**config.mk**
```make
export PLATFORM = sky130hd
export DESIGN_NAME = irda_mir_tx_sequencer
export DESIGN_NICKNAME = d
export VERILOG_FILES = /design/src/rtl/irda_mir_tx_sequencer_pkg.sv /design/src/rtl/irda_mir_tx_sequencer_crc16.sv /design/src/rtl/irda_mir_tx_sequencer.sv
export SDC_FILE = /design/constraint.sdc
export NUM_CORES = 1
export LEC_CHECK = 0
export ABC_AREA = 1
export CORE_MARGIN = 4
export CORE_UTILIZATION = 40
export DETAILED_ROUTE_END_ITERATION = 16
export GPL_TIMING_DRIVEN = 0
export PLACE_DENSITY = 0.72
export SKIP_CTS_REPAIR_TIMING = 1
export SLEW_MARGIN = 20
export SYNTH_ARGS = -nofsm -noshare
export SYNTH_HDL_FRONTEND = slang
export SYNTH_HIERARCHICAL = 1
export SYNTH_SLANG_ARGS = --single-unit
```
**constraint.sdc**
```tcl
create_clock -name clk -period 2 [get_ports clk]
set_clock_uncertainty 0.05 [all_clocks]
set_input_delay 0.4 -clock clk [delete_from_list [all_inputs] [get_ports clk]]
set_output_delay 0.4 -clock clk [all_outputs]
set_load 0.01 [all_outputs]
```
**src/rtl/irda_mir_tx_sequencer_pkg.sv**
```systemverilog
// Shared state encoding and constants for the IrDA MIR transmit sequencer.
package irda_mir_tx_sequencer_pkg;

  typedef enum logic [2:0] {
    IDLE,
    SFLAG,
    DATA,
    FCS,
    EFLAG,
    ABORT
  } state_t;

  localparam logic [7:0]  FLAG_BYTE  = 8'h7E;
  localparam logic [15:0] CRC_INIT   = 16'hFFFF;
  // Reflected form of x^16 + x^12 + x^5 + 1, suited to an LSB-first shift register.
  localparam logic [15:0] CRC_POLY   = 16'h8408;
  localparam int          ABORT_ONES = 7;

endpackage

```
**src/rtl/irda_mir_tx_sequencer_crc16.sv**
```systemverilog
// Bit-serial reflected CRC-CCITT for the MIR frame check sequence.
// Only present when IRDA_MIR_TX_FCS_EN is defined.
`ifdef IRDA_MIR_TX_FCS_EN
module irda_mir_crc16
  import irda_mir_tx_sequencer_pkg::*;
(
  input  logic        i_clk,
  input  logic        i_rst,
  input  logic        i_init,
  input  logic        i_en,
  input  logic        i_bit,
  output logic [15:0] o_crc
);

  logic [15:0] r_crc;
  logic        w_fb;

  assign w_fb  = r_crc[0] ^ i_bit;
  assign o_crc = r_crc;

  always_ff @(posedge i_clk) begin
    if (i_rst || i_init) begin
      r_crc <= CRC_INIT;
    end else if (i_en) begin
      r_crc <= (r_crc >> 1) ^ (w_fb ? CRC_POLY : 16'h0000);
    end
  end

endmodule
`endif

```
**src/rtl/irda_mir_tx_sequencer.sv**
```systemverilog
// IrDA MIR transmit sequencer: flags, LSB-first payload through an external bit stuffer, FCS, abort.
// Define IRDA_MIR_TX_FCS_EN to build the FCS state and CRC; otherwise DATA goes straight to EFLAG.
module irda_mir_tx_sequencer
  import irda_mir_tx_sequencer_pkg::*;
#(
  parameter int START_FLAGS = 2,
  parameter int STOP_FLAGS  = 1
) (
  input  logic       clk,
  input  logic       wb_rst_i,
  input  logic       mir_txbit_enable,
  input  logic       tx_start,
  input  logic [7:0] tx_data,
  input  logic       tx_valid,
  input  logic       tx_last,
  output logic       tx_ready,
  output logic       bs_restart,
  output logic       stuffer_i_o,
  input  logic       shift_req_i,
  input  logic       stuffed_i,
  output logic       mir_tx_o,
  output logic       busy_o,
  output logic       underrun_o
);

  localparam logic [7:0] START_LAST = 8'(START_FLAGS * 8 - 1);
  localparam logic [7:0] STOP_LAST  = 8'(STOP_FLAGS * 8 - 1);
  localparam logic [7:0] ABORT_LAST = 8'(ABORT_ONES - 1);

  state_t     r_state, w_next;
  logic [7:0] r_cnt, r_shift, r_next;
  logic       r_curLast, r_nextLast;
  logic [7:0] w_flag;
  logic       w_en, w_consume, w_fetchFirst, w_fetchNext, w_byteDone, w_fcsBit;

  assign w_flag       = FLAG_BYTE;
  assign w_en         = mir_txbit_enable;
  assign w_consume    = w_en && shift_req_i;
  assign w_fetchFirst = (r_state == SFLAG) && w_en && (r_cnt == START_LAST);
  // Next byte is prefetched while bit 6 goes out so bit 0 of it follows bit 7 without a gap.
  assign w_fetchNext  = (r_state == DATA) && w_consume && (r_cnt == 8'd6) && !r_curLast;
  assign w_byteDone   = (r_state == DATA) && w_consume && (r_cnt == 8'd7);

  assign tx_ready   = (w_fetchFirst || w_fetchNext) && !wb_rst_i;
  assign underrun_o = tx_ready && !tx_valid;
  assign busy_o     = (r_state != IDLE) && !wb_rst_i;

`ifdef IRDA_MIR_TX_FCS_EN
  logic [15:0] w_crc;

  irda_mir_crc16 u_crc (
    .i_clk  (clk),
    .i_rst  (wb_rst_i),
    .i_init ((r_state == IDLE) && w_en && tx_start),
    .i_en   ((r_state == DATA) && w_consume),
    .i_bit  (r_shift[0]),
    .o_crc  (w_crc)
  );

  assign w_fcsBit = ~w_crc[r_cnt[3:0]];
`else
  assign w_fcsBit = 1'b0;
`endif

  always_comb begin
    w_next = r_state;
    case (r_state)
      IDLE:  if (w_en && tx_start) w_next = SFLAG;
      SFLAG: if (w_fetchFirst) w_next = tx_valid ? DATA : ABORT;
      DATA: begin
        if (w_fetchNext && !tx_valid) begin
          w_next = ABORT;
        end else if (w_byteDone && r_curLast) begin
`ifdef IRDA_MIR_TX_FCS_EN
          w_next = FCS;
`else
          w_next = EFLAG;
`endif
        end
      end
      FCS:   if (w_consume && (r_cnt == 8'd15)) w_next = EFLAG;
      EFLAG: if (w_en && (r_cnt == STOP_LAST)) w_next = IDLE;
      ABORT: if (w_en && (r_cnt == ABORT_LAST)) w_next = IDLE;
      default: w_next = IDLE;
    endcase
  end

  always_comb begin
    mir_tx_o    = 1'b1;
    bs_restart  = 1'b1;
    stuffer_i_o = 1'b0;
    case (r_state)
      SFLAG, EFLAG: mir_tx_o = w_flag[r_cnt[2:0]];
      DATA: begin
        bs_restart  = 1'b0;
        stuffer_i_o = r_shift[0];
        mir_tx_o    = stuffed_i;
      end
      FCS: begin
        bs_restart  = 1'b0;
        stuffer_i_o = w_fcsBit;
        mir_tx_o    = stuffed_i;
      end
      default: ;
    endcase
    if (wb_rst_i) begin
      mir_tx_o   = 1'b1;
      bs_restart = 1'b1;
    end
  end

  always_ff @(posedge clk) begin
    if (wb_rst_i) begin
      r_state    <= IDLE;
      r_cnt      <= '0;
      r_shift    <= '0;
      r_next     <= '0;
      r_curLast  <= 1'b0;
      r_nextLast <= 1'b0;
    end else begin
      r_state <= w_next;
      // In DATA/FCS the pointer only moves when the stuffer took the bit, never on an inserted zero.
      if ((w_next != r_state) || w_byteDone) begin
        r_cnt <= '0;
      end else if ((((r_state == SFLAG) || (r_state == EFLAG) || (r_state == ABORT)) && w_en) ||
                   (((r_state == DATA) || (r_state == FCS)) && w_consume)) begin
        r_cnt <= r_cnt + 8'd1;
      end
      if (w_fetchFirst) begin
        r_shift   <= tx_data;
        r_curLast <= tx_last;
      end
      if (w_fetchNext) begin
        r_next     <= tx_data;
        r_nextLast <= tx_last;
      end
      if (w_byteDone) begin
        r_shift   <= r_next;
        r_curLast <= r_nextLast;
      end else if ((r_state == DATA) && w_consume) begin
        r_shift <= {1'b0, r_shift[7:1]};
      end
    end
  end

endmodule

```
# Yosys cells after proc, flatten, opt, wreduce, memory -nomap -nowiden
# Memory sizes are Yosys's and may differ from the RTL's. A register that Yosys moved wholly into a read port is not among the register bits.
# Index checks and enable logic that the tools add are counted.
[word_totals]
reg_bits = 29
latch_bits = 0
ramBits = 0
romBits = 8
inputBits = 16
out_inout_bits = 6
wordCells = 74
memories = 1
[memory_table]
columns = ["name", "depth", "word_bits", "rd", "rd_clocked_by_memory_dff", "write_ports", "line", "source"]
rows = [
  ["(no name shown)", 8, 1, 1, 1, 0, "irda_mir_tx_sequencer.sv:93", "SFLAG, EFLAG: mir_tx_o = w_flag[r_cnt[2:0]];"],
]
[op_classes]
addsub = 1
mul = 0
div_mod_pow = 0
n_lt_le_gt_ge = 1
eq_ne = 9
shifts = 0
mux = 22
bitwise = 0
n_reduce_logical = 34
[op_table]
columns = ["op", "n"]
rows = [
  ["$mux W3", 10],
  ["$mux W8", 3],
  ["$logic_and A1 B1 Y1", 18],
  ["$pmux W3 S6", 1],
  ["$eq A8 B3 Y1 const B", 2],
  ["$add A8 B1 Y8 const B", 1],
  ["$eq A8 B4 Y1 const B", 1],
  ["$mux W1", 7],
  ["$eq A3 B2 Y1 const B", 2],
  ["$eq A3 B3 Y1 const B", 2],
  ["$logic_or A1 B1 Y1", 6],
  ["$reduce_bool A3 Y1", 2],
  ["$reduce_or A2 Y1", 3],
  ["$lt A3 B4 Y1 const B", 1],
  ["$eq A3 B1 Y1 const B", 1],
  ["$logic_not A1 Y1", 3],
  ["$logic_not A3 Y1", 1],
  ["$ne A3 B3 Y1", 1],
  ["$pmux W1 S2", 1],
  ["$reduce_bool A2 Y1", 1],
]

# Depth between registers and ports, before layout
# Gate-level depths: netlist (run 1).
[depth]
depth_word = 11
depth_mapped = 16
mapped_depth_nobuf = 16

# Worst setup path before layout (run 1)
# No wires, ideal clock.
[synth_path]
path_type = "reg2out"
from = "register r_cnt[1]"
to = "output port underrun_o"
arrival_time_ps = 1451
t_required_ps = 1550
setup_slack_ps = 99
path_stages_with_launch = 9
path_buffers = 0
path_cell_list = "dfxtp_1 -> ha_1 -> nand2_1 -> inv_1 -> nand2_1 -> nor2_2 -> nand2_1 -> a21oi_1 -> and2_1"
[synth_between]
elab_chain_cells = 6
elab_cells_between_ends = 8
classes_between = "eq/ne (2); reduce/logical (6)"
[synth_rtl]
columns = ["item", "line", "source"]
rows = [
  ["from (decl)", "irda_mir_tx_sequencer.sv:31", "logic [7:0] r_cnt, r_shift, r_next;"],
  ["from (signal assigned)", "irda_mir_tx_sequencer.sv:127", "r_cnt <= r_cnt + 8'd1;"],
  ["$eq A8 B3 Y1", "irda_mir_tx_sequencer.sv:41", "assign w_fetchNext = (r_state == DATA) && w_consume && (r_cnt == 8'd6) && !r_curLast;"],
  ["$logic_and A1 B1 Y1 (2 in series)", "irda_mir_tx_sequencer.sv:41", ""],
  ["$logic_or A1 B1 Y1 (*)", "irda_mir_tx_sequencer.sv:44", "assign tx_ready = (w_fetchFirst || w_fetchNext) && !wb_rst_i;"],
  ["$logic_and A1 B1 Y1 (*)", "irda_mir_tx_sequencer.sv:44", ""],
  ["named net tx_ready", "irda_mir_tx_sequencer.sv:16", "output logic tx_ready,"],
  ["$logic_and A1 B1 Y1 (*)", "irda_mir_tx_sequencer.sv:45", "assign underrun_o = tx_ready && !tx_valid;"],
  ["to (decl)", "irda_mir_tx_sequencer.sv:23", "output logic underrun_o"],
]
# The timed path passes the listed nets; every way through them passes the cells marked *.

# Final worst setup path (run 1)
[layout_path]
from = "register r_state[1]"
to = "output port underrun_o"
[layout_between]
elab_chain_cells = 7
elab_cells_between_ends = 10
classes_between = "eq/ne (2); reduce/logical (8)"
[layout_rtl]
columns = ["item", "line", "source"]
rows = [
  ["from (decl)", "irda_mir_tx_sequencer.sv:30", "state_t r_state, w_next;"],
  ["from (signal assigned)", "irda_mir_tx_sequencer.sv:121", "r_state <= w_next;"],
  ["$eq A3 B2 Y1", "irda_mir_tx_sequencer.sv:41", ""],
  ["$logic_and A1 B1 Y1 (3 in series)", "irda_mir_tx_sequencer.sv:41", ""],
  ["$logic_or A1 B1 Y1 (*)", "irda_mir_tx_sequencer.sv:44", ""],
  ["$logic_and A1 B1 Y1 (*)", "irda_mir_tx_sequencer.sv:44", ""],
  ["$logic_and A1 B1 Y1 (*)", "irda_mir_tx_sequencer.sv:45", ""],
]
# Every way passes the cells marked *; elsewhere a longest branch is shown, timed or not.

==> results of run 1 <==
[area by class of cell]
type	instances	area, µm²
Inverter	32	123
Multi-Input combinational cell	173	1070
Clock inverter	1	5.00
Sequential cell	30	622
Timing Repair Buffer	32	292
Tap cell	50	62.6
Clock buffer	7	86.3
Buffer	5	23.8
Fill cell	373	1740
[sequential cells by signal, indices dropped and copies added, names as in the netlist, named ones only]
signal,count
r_curLast,1
r_state,3
r_cnt,8
r_shift,8
r_nextLast,1
r_next,8
[metrics by stage]
step	hold WS [ns]	utilization, %	total power (µW)	setup TNS [ns]	setup slack, ns
after floorplan	0.390	-	677	0	0.0995
after global placement	0.410	48.4	729	-11.21	-0.933
after detailed placement	0.411	48.4	729	-10.56	-0.928
after CTS	0.419	50.6	1230	-4.38	-0.940
after global routing	0.345	56.8	1290	-0.510	-0.186
final	0.338	56.8	1250	-0.156	-0.106
[layer usage]
layer,track usage [%],vias to the layer above,share of wire (%),wire [µm]
li1,-,874,-,-
met1,22.0,805,46,2030
met2,24.6,38,48,2120
met3,3.86,12,4.2,189
met4,5.94,0,2.7,121
met5,0,-,0,0
[cells in the final DEF (no fill, tap or decap), types with 4 or more instances in the layout]
master,netlist,layout
dlymetal6s2s_1,0,4
nand2_1,51,42
nor2_1,29,23
a211oi_1,7,7
nand3_1,17,14
buf_2,2,5
a31oi_1,7,7
a21oi_1,7,6
nor2_2,5,5
buf_4,0,10
dfxtp_4,0,5
nor2_4,4,10
dfxtp_1,30,23
o21ai_0,14,14
xor2_1,5,5
clkbuf_8,0,6
nand2_2,1,9
nand3_2,2,4
clkdlybuf4s50_1,0,14
inv_1,26,22
inv_2,5,8
nand4_1,4,4
o211ai_1,7,7
[path summary, 6_finish.rpt]
kind	startpoint	end	slack, ns	cells after the start
setup reg to reg	r_cnt[0]	register	0.04	15
hold / removal	wb_rst_i	r_next[0]	0.34	2
setup / recovery	r_state[1]	underrun_o	-0.11	8
hold reg to reg	r_next[7]	r_shift[7]	0.41	2
[logic make-up after synthesis]
logic type	Yosys count	synth area share (%)
compound gates	45	16.7
simple gates	120	34.4
fa+ha+maj	2	1.49
flops	30	35.8
buf+inv	37	8.44
xor+xnor	6	3.14
[report_power, final]
group / total, µW / internal, µW / switching, µW / leakage, µW
Sequential: 602 / 596 / 5.46 / 0.000247
Combinational: 136 / 61.6 / 74.3 / 0.000703
Clock: 515 / 277 / 238 / 0.0000482
Total: 1250 / 935 / 318 / 0.000998
==> results.toml, run 1 <==
[layout]
antenna_cells = 0
nets = 297
stdcell_area_um2 = 2290
drive_gt1_share_pct = 28.2
post_layout_nonfiller_instances = 330
area_growth_pct = 36.5

[drt]
vias_per_cell = 5.24
num_vias = 1729
final_antenna_net_count = 0
wire_per_inst_um = 13.5
drt_iter0_drc = 139
drcViolationCount = 0
dr.pass1.iters = 4
wirelength_um = 4460

[min_path]
hp-class = "in -> reg"

[setup_path]
critical_path.cell_chain = "inv_2, nor2_4, nand3_4, nor2_4, nand2_2, a21oi_4, and2_1, buf_2"
crit_type = "reg -> out"
cpMostUsedCell = "nor2_4"
critPathMaxFanout = 6
slowest_delay_ns = 0.41
cpLargestDelayFamily = "simple AND/OR/NAND/NOR gates"
critPathBufInv = 2
arrival_ns = 1.66
startpoint_type = "register"
cp_slowest_cell = "dfxtp_4"
worstPathRequired_ns = 1.55
cp-end-kind = "output port"

[place]
placedCellCount = 311
routabilityCongestion = 0.897
placed_cell_area_um2 = 1950
io_buffers = 21
hpwl_um = 2960

[status]
status = "finished with violations"
violations = "setup timing"

[timing]
drv_slew = 0
post-route-min-period_ns = 2.11
period_share_pct = 105
max_freq_ghz = 0.475
rsz0062_at_grt = "true"
slew_headroom_pct = 72.9
finalSetupViolations = 3
tightest_slew_ns = 0.407
setup_ws_ns = -0.106
hold_violations = 0

[grt]
grt_overflow_total = 0
first_global_vias = 1494
grt_pass1_wl_um = 6670
grt_max_degree = 11
grt_usage_pct = 16.1
antenna_found_initial = 0

[clock_network]
cts_buffers = 5
clock_latency_ns = 0.29
cts_buffer_depth = 2
clkSinkCount = 30
path_clk_slew_ns = 0.07
tritoncts = "built"
h-tree-depth = 2
cts_root_buffer = "clkbuf_8"

[synth]
ys_types = 30
yosysSeqAreaShare_pct = 35.8
synth_edf_count = 0
async_flop_share_pct = 0
syn_inst = 240
ys_ff_latch = 30
synthFlopType = "dfxtp_1"
yosysWarnings = 6
yosys.area.top_type = "dfxtp_1"
synthMostInstantiatedCell = "nand2_1"
synthTopCellsByArea = "dfxtp_1 36%, nand2_1 11%, nor2_1 6.5%"
syn_nets = 258
synthTopCellsByCount = "51 x nand2_1, 30 x dfxtp_1, 29 x nor2_1"
synth_area_um2 = 1680
avgSynthCellArea_um2 = 6.98
synth.top_cell.area_share_pct = 35.8

[run]
max_cap_violations = 0

[pwr]
power_density_nw_per_um2 = 548
p_leak_uw = 0.000998
vdd_drop_max_mv = 0.384

[floorplanning]
core_area_um2 = 4030
dieHeight_um = 72.7
dieWidth_um = 72.7
fp-row-count = 23
ios = 22
die_area_um2 = 5290
start_util_pct = 41.6
(Power assumes the default switching activity.)
==> inputs of run 2 (changes only) <==
Settings changed: HOLD_SLACK_MARGIN from default to 0.06.
==> results of run 2 <==
No change in the layout: final DEF, timing and power equal those of run 1.
